**config.mk**
```make
export PLATFORM = sky130hd
export DESIGN_NAME = clk_cfg_sequencer
export DESIGN_NICKNAME = d
export VERILOG_FILES = /design/src/rtl/clk_cfg_sequencer.sv
export SDC_FILE = /design/constraint.sdc
export NUM_CORES = 1
export LEC_CHECK = 0
export BUFFER_PORTS_ARGS = -buffer_cell sky130_fd_sc_hd__buf_2
export CORE_MARGIN = 2
export CORE_UTILIZATION = 35
export DETAILED_ROUTE_END_ITERATION = 10
export PLACE_DENSITY = 0.63
export SYNTH_ARGS = -nofsm -noshare
export SYNTH_HDL_FRONTEND = slang
export SYNTH_SLANG_ARGS = --single-unit
```
**constraint.sdc**
```tcl
create_clock -name clock -period 2.6 [get_ports clock]
set_input_delay 0.13 -clock clock [delete_from_list [all_inputs] [get_ports clock]]
set_output_delay 0.13 -clock clock [all_outputs]
set_load 0.02 [all_outputs]
```
**src/rtl/clk_cfg_sequencer.sv**
```systemverilog
// Clock configuration change sequencer: gate cog clock, apply cfg,
// wait for oscillator/PLL settle, then ungate.
module clk_cfg_sequencer #(
  parameter int unsigned GATE_CYCLES   = 4,
  parameter int unsigned SWITCH_CYCLES = 8,
  parameter int unsigned SETTLE_CYCLES = 1600000
) (
  input  logic       clock,
  input  logic       res,
  input  logic [6:0] cfg_req,
  output logic [6:0] cfg_act,
  output logic       clk_en,
  output logic       busy,
  output logic       done
);

  localparam int unsigned MAX_GS =
    (GATE_CYCLES > SWITCH_CYCLES) ? GATE_CYCLES : SWITCH_CYCLES;
  localparam int unsigned MAX_C =
    (MAX_GS > SETTLE_CYCLES) ? MAX_GS : SETTLE_CYCLES;
  localparam int unsigned CW = (MAX_C > 1) ? $clog2(MAX_C) : 1;

  localparam logic [CW-1:0] GATE_LD   = CW'(GATE_CYCLES - 1);
  localparam logic [CW-1:0] SWITCH_LD = CW'(SWITCH_CYCLES - 1);
  localparam logic [CW-1:0] SETTLE_LD = CW'(SETTLE_CYCLES - 1);

  typedef enum logic [1:0] {
    IDLE = 2'd0,
    GATE = 2'd1,
    WAIT = 2'd2
  } state_e;

  state_e        state_q;
  logic [CW-1:0] cnt_q;
  logic [6:0]    cfg_pend_q;
  logic [6:0]    cfg_act_q;
  logic          clk_en_q;
  logic          busy_q;
  logic          done_q;
  logic          new_src_d;
  logic [CW-1:0] wait_ld_d;

  // Only a rising PLLENA/OSCENA needs the long oscillator settle wait.
  always_comb begin
    new_src_d = (cfg_pend_q[6] & ~cfg_act_q[6])
              | (cfg_pend_q[5] & ~cfg_act_q[5]);
    wait_ld_d = new_src_d ? SETTLE_LD : SWITCH_LD;
  end

  always_ff @(posedge clock) begin
    if (res) begin
      state_q    <= IDLE;
      cnt_q      <= '0;
      cfg_pend_q <= 7'h00;
      cfg_act_q  <= 7'h00;
      clk_en_q   <= 1'b1;
      busy_q     <= 1'b0;
      done_q     <= 1'b0;
    end else begin
      done_q <= 1'b0;
      unique case (state_q)
        IDLE: begin
          if (cfg_req != cfg_act_q) begin
            cfg_pend_q <= cfg_req;
            clk_en_q   <= 1'b0;
            busy_q     <= 1'b1;
            cnt_q      <= GATE_LD;
            state_q    <= GATE;
          end
        end
        GATE: begin
          if (cnt_q == '0) begin
            cfg_act_q <= cfg_pend_q;
            cnt_q     <= wait_ld_d;
            state_q   <= WAIT;
          end else begin
            cnt_q <= cnt_q - 1'b1;
          end
        end
        WAIT: begin
          if (cnt_q == '0) begin
            clk_en_q <= 1'b1;
            busy_q   <= 1'b0;
            done_q   <= 1'b1;
            state_q  <= IDLE;
          end else begin
            cnt_q <= cnt_q - 1'b1;
          end
        end
        default: state_q <= IDLE;
      endcase
    end
  end

  assign cfg_act = cfg_act_q;
  assign clk_en  = clk_en_q;
  assign busy    = busy_q;
  assign done    = done_q;

endmodule

```
==> flow_summary_export.csv, run 1 <==
group,metric,value,unit
critical_path,required,2.84,ns
critical_path,rr_startpoint,"cnt_q[10]$_SDFFE_PP0P_",
clocking,insertion_delay,0.31,ns
critical_path,cp.arrival,2.70,ns
global_route,grt_max_degree,25,
critical_path,cpLargestDelayFamily,"simple AND/OR/NAND/NOR gates",
logic_synthesis,synth-edff-count,0,
logic_synthesis,postSynthAreaPerCell,8.01,um2
final_layout,area_growth,16.3,%
sta,fin_ws,0.138,ns
sta,finalSetupViolations,0,
sta,fin_setup_tns,0,ns
final_layout,antenna_cells,0,
global_route,grt.overflow.total,0,
floorplan,rows,29,
final_layout,fillers,659,
critical_path,crit_fanout,8,
routing,drc,0,
logic_synthesis,ys_ff_latch,40,
logic_synthesis,netlist-cell-type-count,44,
routing,wl_per_cell,15.1,um
outcome,outcome,"finished clean",
global_route,antenna_found_initial,0,
global_route,grt_usage,17.2,%
logic_synthesis,ys_warn_count,0,
pwr,ir_drop,0.475,mV
final_layout,mostFrequentLayoutCells,"dfxtp_1, nor2_1, a21oi_1, nand2_1, buf_2",
sta,finalHoldViolCount,0,
critical_path,r2r_slack,0.14,ns
floorplan,die_w,83.7,um
place,post-place-cells,376,
final_layout,drive_above_1_share,14.3,%
critical_path,crit_start,"cnt_q[10]$_SDFFE_PP0P_",
final_layout,final_cell_count_no_fill,384,
critical_path,cp_slowest_cell,"or4_1",
sta,timing.slew.headroom,60.5,%
final_layout,final_cell_area,2590,um2
logic_synthesis,synthesis.area,2230,um2
place,place.gp.congestion,0.863,
logic_synthesis,syn_inst,278,
sta,slew_viol_final,0,
clocking,ctsResizeCount,0,
logic_synthesis,synth.area.top_cells,"dfxtp_1, a21oi_1, nor2_1, nand2_1, ha_1",
clocking,h-tree-depth,2,
pwr,power.leakage,0.974,nW
sta,clock_skew,0.0112,ns
logic_synthesis,synth_top_family_by_area,"simple AND/OR/NAND/NOR gates",
sta,fin_crit,2.46,ns
min_path,hp-start,"cfg_req[1]",
logic_synthesis,synth_compound_area_share,23.0,%
logic_synthesis,synth.mux.area_fraction,3.15,%
logic_synthesis,synth_top_cell_by_area,"dfxtp_1",
sta,rsz0062_at_grt,"false",
logic_synthesis,synth_fa_ha_area_share,3.37,%
critical_path,cp-end-kind,"flop",
floorplan,dieArea,7010,um2
routing,wl,5810,um
floorplan,pin_count,19,
global_route,grt_pass1_wl,9870,um
critical_path,path_common_cell,"or4_1",
pwr,fin_total_pwr,0.00313,W
global_route,grt_pass1_vias,2048,
routing,avgViaCountPerCell,5.78,
routing,ant_nets,0,
critical_path,path_buf_inv,0,
place,io_buffers,18,
place,post-place-ws,0.184,ns
sta,tightest_slew,0.589,ns
clocking,cts_sinks,40,
pwr,power_density,1210,nW/um2
clocking,postCtsHoldBufs,0,
floorplan,fp.coreArea,6240,um2
logic_synthesis,synthArstFlopShare,0,%
clocking,post-cts-setup-buffer-count,0,
place,place_area,2470,um2
clocking,cts_buffers,5,
clocking,cts_tree,"built",
logic_synthesis,yosysSeqAreaShare,36.0,%
run,max_cap_viol_count,0,
routing,first_pass_iters,6,
sta,fin_crit_sh,94.7,%
floorplan,start_util,35.7,%
critical_path,cpPeakStageDelay,0.69,ns
logic_synthesis,ys.flop_type,"dfxtp_1",
routing,drt_iter0_drc,185,
critical_path,crit_path_cell_trace,"or4_1 > or4_1 > o221a_1 > a311o_1 > a21oi_1",
critical_path,cp-start-kind,"flop",
logic_synthesis,synth_top_area_share,36.0,%
final_layout,final_nets,321,
logic_synthesis,synth_fp_nets,293,
clocking,cts_root_buf,"clkbuf_8",
place,post-dp-hpwl,4210,um
logic_synthesis,synth_simple_gate_area_share,27.2,%
floorplan,dieHeight,83.7,um
min_path,hold_path_class,"in -> reg",
logic_synthesis,synth-xor-area-share,2.75,%
critical_path,path_class,"reg -> reg",
clocking,clkTransAtPathRegs,0.09,ns
final_layout,layout_commonest_cell,"dfxtp_1",
sta,fmax,406,MHz
routing,vias,2218,
clocking,clockBufferDepth,2,
## registers in the layout, indices dropped and copies added, names as in the netlist
| signal | count |
|---|---|
| cfg_act | 7 |
| cnt_q | 21 |
| clk_en | 1 |
| cfg_pend_q | 7 |
| busy | 1 |
| state_q | 2 |
| done | 1 |
## cells in the mapped netlist (all sizes together) (5+ instances only)
| master | n |
|---|---|
| nor2 | 29 |
| o31ai | 5 |
| and4 | 6 |
| or3 | 6 |
| inv | 15 |
| dfxtp | 40 |
| a21oi | 28 |
| clkbuf | 9 |
| nand4 | 9 |
| ha | 6 |
| o21ai | 16 |
| xnor2 | 7 |
| nor3 | 6 |
| nand2 | 23 |
| mux2i | 7 |
| o211ai | 5 |
| nand3 | 8 |
| nand2b | 5 |
| or4 | 6 |
## cell type report
cell class / count / area, um2 / area share (%)
multi-input cells: 212 / 1330 / 51.2
flip-flops and latches: 40 / 801 / 30.9
repair buffers: 32 / 195 / 7.54
well taps: 77 / 96.3 / 3.72
clock buffers: 5 / 68.8 / 2.66
inverters: 15 / 56.3 / 2.17
clock inverters: 3 / 46.3 / 1.79
## stage by stage
step                utilization [%]  hold slack [ns]
finish                         41.5           0.0720
global route                   41.5           0.0928
CTS                            41.5           0.0751
detailed placement             39.6            0.400
global placement               39.6            0.388
floorplan                         -            0.248
## metal layers
metal	share of wire, %	track usage, %	vias to the layer above	wire (um)
li1	-	-	1092	-
met1	45	22.2	1034	2600
met2	48	29.2	77	2780
met3	5.5	3.66	15	320
met4	1.8	4.55	0	105
met5	0	0	-	0
## worst min-delay path, cell delays in order
cell and delay [ns]:
buf_2 0.09, mux2i_1 0.06, nor2_1 0.07
## where the power goes
group / leakage (nW) / internal, W / switching (W)
logic: 0.593 / 0.000725 / 0.00104
clock network: 0.0548 / 0.000289 / 0.000243
registers: 0.326 / 0.000732 / 0.000104
## path summary, 6_finish.rpt
path | to | cells past startpoint
worst min-delay path | cfg_pend_q[1]$_SDFFE_PP0P_ | 3
worst max register to register | cnt_q[18]$_SDFFE_PP0P_ | 5
worst max-delay path | cnt_q[18]$_SDFFE_PP0P_ | 5
worst min register to register | cfg_act[4]$_SDFFE_PP0P_ | 2
## kinds of logic (layout without fill, tap and decap cells)
| logic type | after synthesis | in the layout |
|---|---|---|
| AO/OA/AOI/OAI | 80 | 80 |
| XOR/XNOR | 7 | 7 |
| adder cells (fa/ha/maj) | 6 | 6 |
| buffers and inverters | 26 | 55 |
| flip-flops | 40 | 40 |
| multiplexers | 7 | 7 |
| AND/OR/NAND/NOR | 112 | 112 |
Note: power is estimated with default switching activity, not from simulation.
==> inputs of run 2 (changes only) <==
- ABC_AREA: unset -> 1
- PLACE_DENSITY: 0.63 -> 0.62
==> run 2 against run 1 <==
Clock power rose by 3%. Die area increased by 6.5%. Clock skew down 0.0054 ns. Fmax up 27%. Combinational power up 28%. First-iteration DRC count down 31%. Cell area up 2.1%. Non-clock buffer count fell by 14. Critical path type unchanged. Critical endpoint is now cnt_q[7]$_SDFFE_PP0P_.
==> flow_summary_export.csv, run 2 <==
group,metric,value,unit
clocking,post-cts-setup-buffer-count,0,
clocking,cts_root_buf,"clkbuf_8",
critical_path,cp-start-kind,"flop",
logic_synthesis,synth_fp_nets,358,
clocking,ctsResizeCount,0,
pwr,power_density,1420,nW/um2
logic_synthesis,synth_top_cell_by_area,"dfxtp_1",
global_route,antenna_found_initial,0,
sta,timing.slew.headroom,62.1,%
sta,fmax,517,MHz
logic_synthesis,syn_inst,343,
floorplan,rows,30,
floorplan,start_util,35.6,%
clocking,postCtsHoldBufs,0,
final_layout,layout_commonest_cell,"nand2_1",
global_route,grt_pass1_vias,2054,
routing,first_pass_iters,4,
run,max_cap_viol_count,0,
logic_synthesis,netlist-cell-type-count,33,
logic_synthesis,synth_top_area_share,33.7,%
global_route,use_met3,3.05,%
place,post-dp-hpwl,4040,um
floorplan,dieHeight,86.4,um
critical_path,cp.arrival,2.16,ns
clocking,cts_tree,"built",
place,place.gp.congestion,0.841,
clocking,clockBufferDepth,2,
logic_synthesis,synthesis.area,2380,um2
clocking,clkTransAtPathRegs,0.08,ns
routing,drt_iter0_drc,127,
routing,ant_nets,0,
sta,fin_setup_tns,0,ns
outcome,outcome,"finished clean",
sta,slew_viol_final,0,
global_route,grt_usage,15.8,%
logic_synthesis,ys_ff_latch,40,
pwr,ir_drop,0.535,mV
final_layout,area_growth,11.2,%
final_layout,final_nets,376,
floorplan,pin_count,19,
logic_synthesis,yosysMostFrequentCell,"nand2_1",
sta,finalSetupViolations,0,
global_route,grt_use_met1,21.2,%
global_route,grt_pass1_wl,9400,um
routing,vias,2164,
global_route,busiest_layer,"met2",
sta,finalHoldViolCount,0,
sta,fin_crit,1.93,ns
logic_synthesis,ys.flop_type,"dfxtp_1",
clocking,h-tree-depth,2,
place,io_buffers,18,
critical_path,cp-end-kind,"flop",
global_route,grt_max_degree,24,
critical_path,crit_fanout,19,
routing,avgViaCountPerCell,4.90,
critical_path,path_class,"reg -> reg",
global_route,grt.overflow.total,0,
pwr,power.leakage,1.19,nW
logic_synthesis,postSynthAreaPerCell,6.93,um2
floorplan,dieArea,7470,um2
final_layout,mostFrequentLayoutCells,"nand2_1, nor2_1, dfxtp_1, inv_1, a21oi_1",
logic_synthesis,synth.area.top_cells,"dfxtp_1, nand2_1, nor2_1, inv_1, a21oi_1",
sta,fin_crit_sh,74.4,%
logic_synthesis,ys_warn_count,0,
clocking,cts_buffers,5,
critical_path,required,2.83,ns
clocking,insertion_delay,0.30,ns
logic_synthesis,yosys-top-cells-count,"nand2_1, nor2_1, dfxtp_1, inv_1, a21oi_1",
logic_synthesis,synthArstFlopShare,0,%
final_layout,regMostFlops,"cnt_q",
min_path,hold_path_class,"in -> reg",
final_layout,largest_reg_flops,21,
sta,rsz0062_at_grt,"false",
sta,hold_ws,0.112,ns
global_route,grt_use_met2,25.2,%
logic_synthesis,yosysSeqAreaShare,33.7,%
sta,clock_skew,0.00585,ns
clocking,cts_sinks,40,
routing,wl,5370,um
logic_synthesis,synth-edff-count,0,
floorplan,die_w,86.4,um
final_layout,antenna_cells,0,
routing,wl_per_cell,12.2,um
routing,drc,0,
sta,tightest_slew,0.568,ns
floorplan,fp.coreArea,6680,um2
final_layout,drive_above_1_share,15.5,%
-- run 2: cell families (layout without fill, tap and decap cells) --
kind of cell,Yosys count,count (layout),synth area share (%)
AOI/OAI and AO/OA,57,57,15.1
buffers and inverters,47,66,8.47
and+or+nand+nor,182,182,35.6
DFF,40,40,33.7
adders and majority gates,6,6,3.16
xor gates and xnor gates,11,11,4.05
-- run 2: per-stage QoR --
stage               area, um2  total power, W  setup WS, ns  utilization (%)  cells
CTS                      2640         0.00379         0.651             39.6    442
detailed placement       2520         0.00323         0.678             37.7    434
global placement         2520         0.00320         0.717             37.7    434
floorplan                2380         0.00278          1.01                -    343
global route             2640         0.00416         0.487             39.6    442
finish                   2640         0.00377         0.667             39.6    442
-- run 2: final cells by class --
type | count | area (um2)
Sequential cell | 40 | 801
Multi-Input combinational cell | 256 | 1380
Clock buffer | 6 | 82.6
Inverter | 40 | 155
Tap cell | 80 | 100
Timing Repair Buffer | 18 | 90.1
Fill cell | 747 | 4040
Clock inverter | 2 | 38.8
-- run 2: metal layers --
metal	wire length (um)	up-vias
met2	2400	47
met4	85	0
li1	-	1136
met3	209	10
met1	2680	971
met5	0	-
-- run 2: path summary, 6_finish.rpt --
check,slack [ns],cells after the start,to,from
setup / recovery,0.67,9,cnt_q[7]$_SDFFE_PP0P_,cnt_q[0]$_SDFFE_PP0P_
hold / removal,0.11,3,cfg_pend_q[3]$_SDFFE_PP0P_,cfg_req[3]
setup reg to reg,0.67,9,cnt_q[7]$_SDFFE_PP0P_,cnt_q[0]$_SDFFE_PP0P_
hold reg to reg,0.46,2,busy$_SDFFE_PP0P_,busy$_SDFFE_PP0P_
-- run 2: power breakdown --
group / total (W) / internal [W] / switching, W / leakage [nW]
Combinational: 0.00226 / 0.000750 / 0.00151 / 0.798
Clock: 0.000549 / 0.000314 / 0.000235 / 0.0614
Sequential: 0.000957 / 0.000803 / 0.000155 / 0.327
Total: 0.00377 / 0.00187 / 0.00190 / 1.19
-- run 2: worst max-delay path: stages (launching register included) --
cell	delay, ns
dfxtp_1	0.35
inv_1	0.06
ha_1	0.24
nand3_2	0.14
nor2_4	0.07
nand4_4	0.09
nand3_4	0.25
nor2_4	0.34
nand3_1	0.16
a21oi_1	0.15
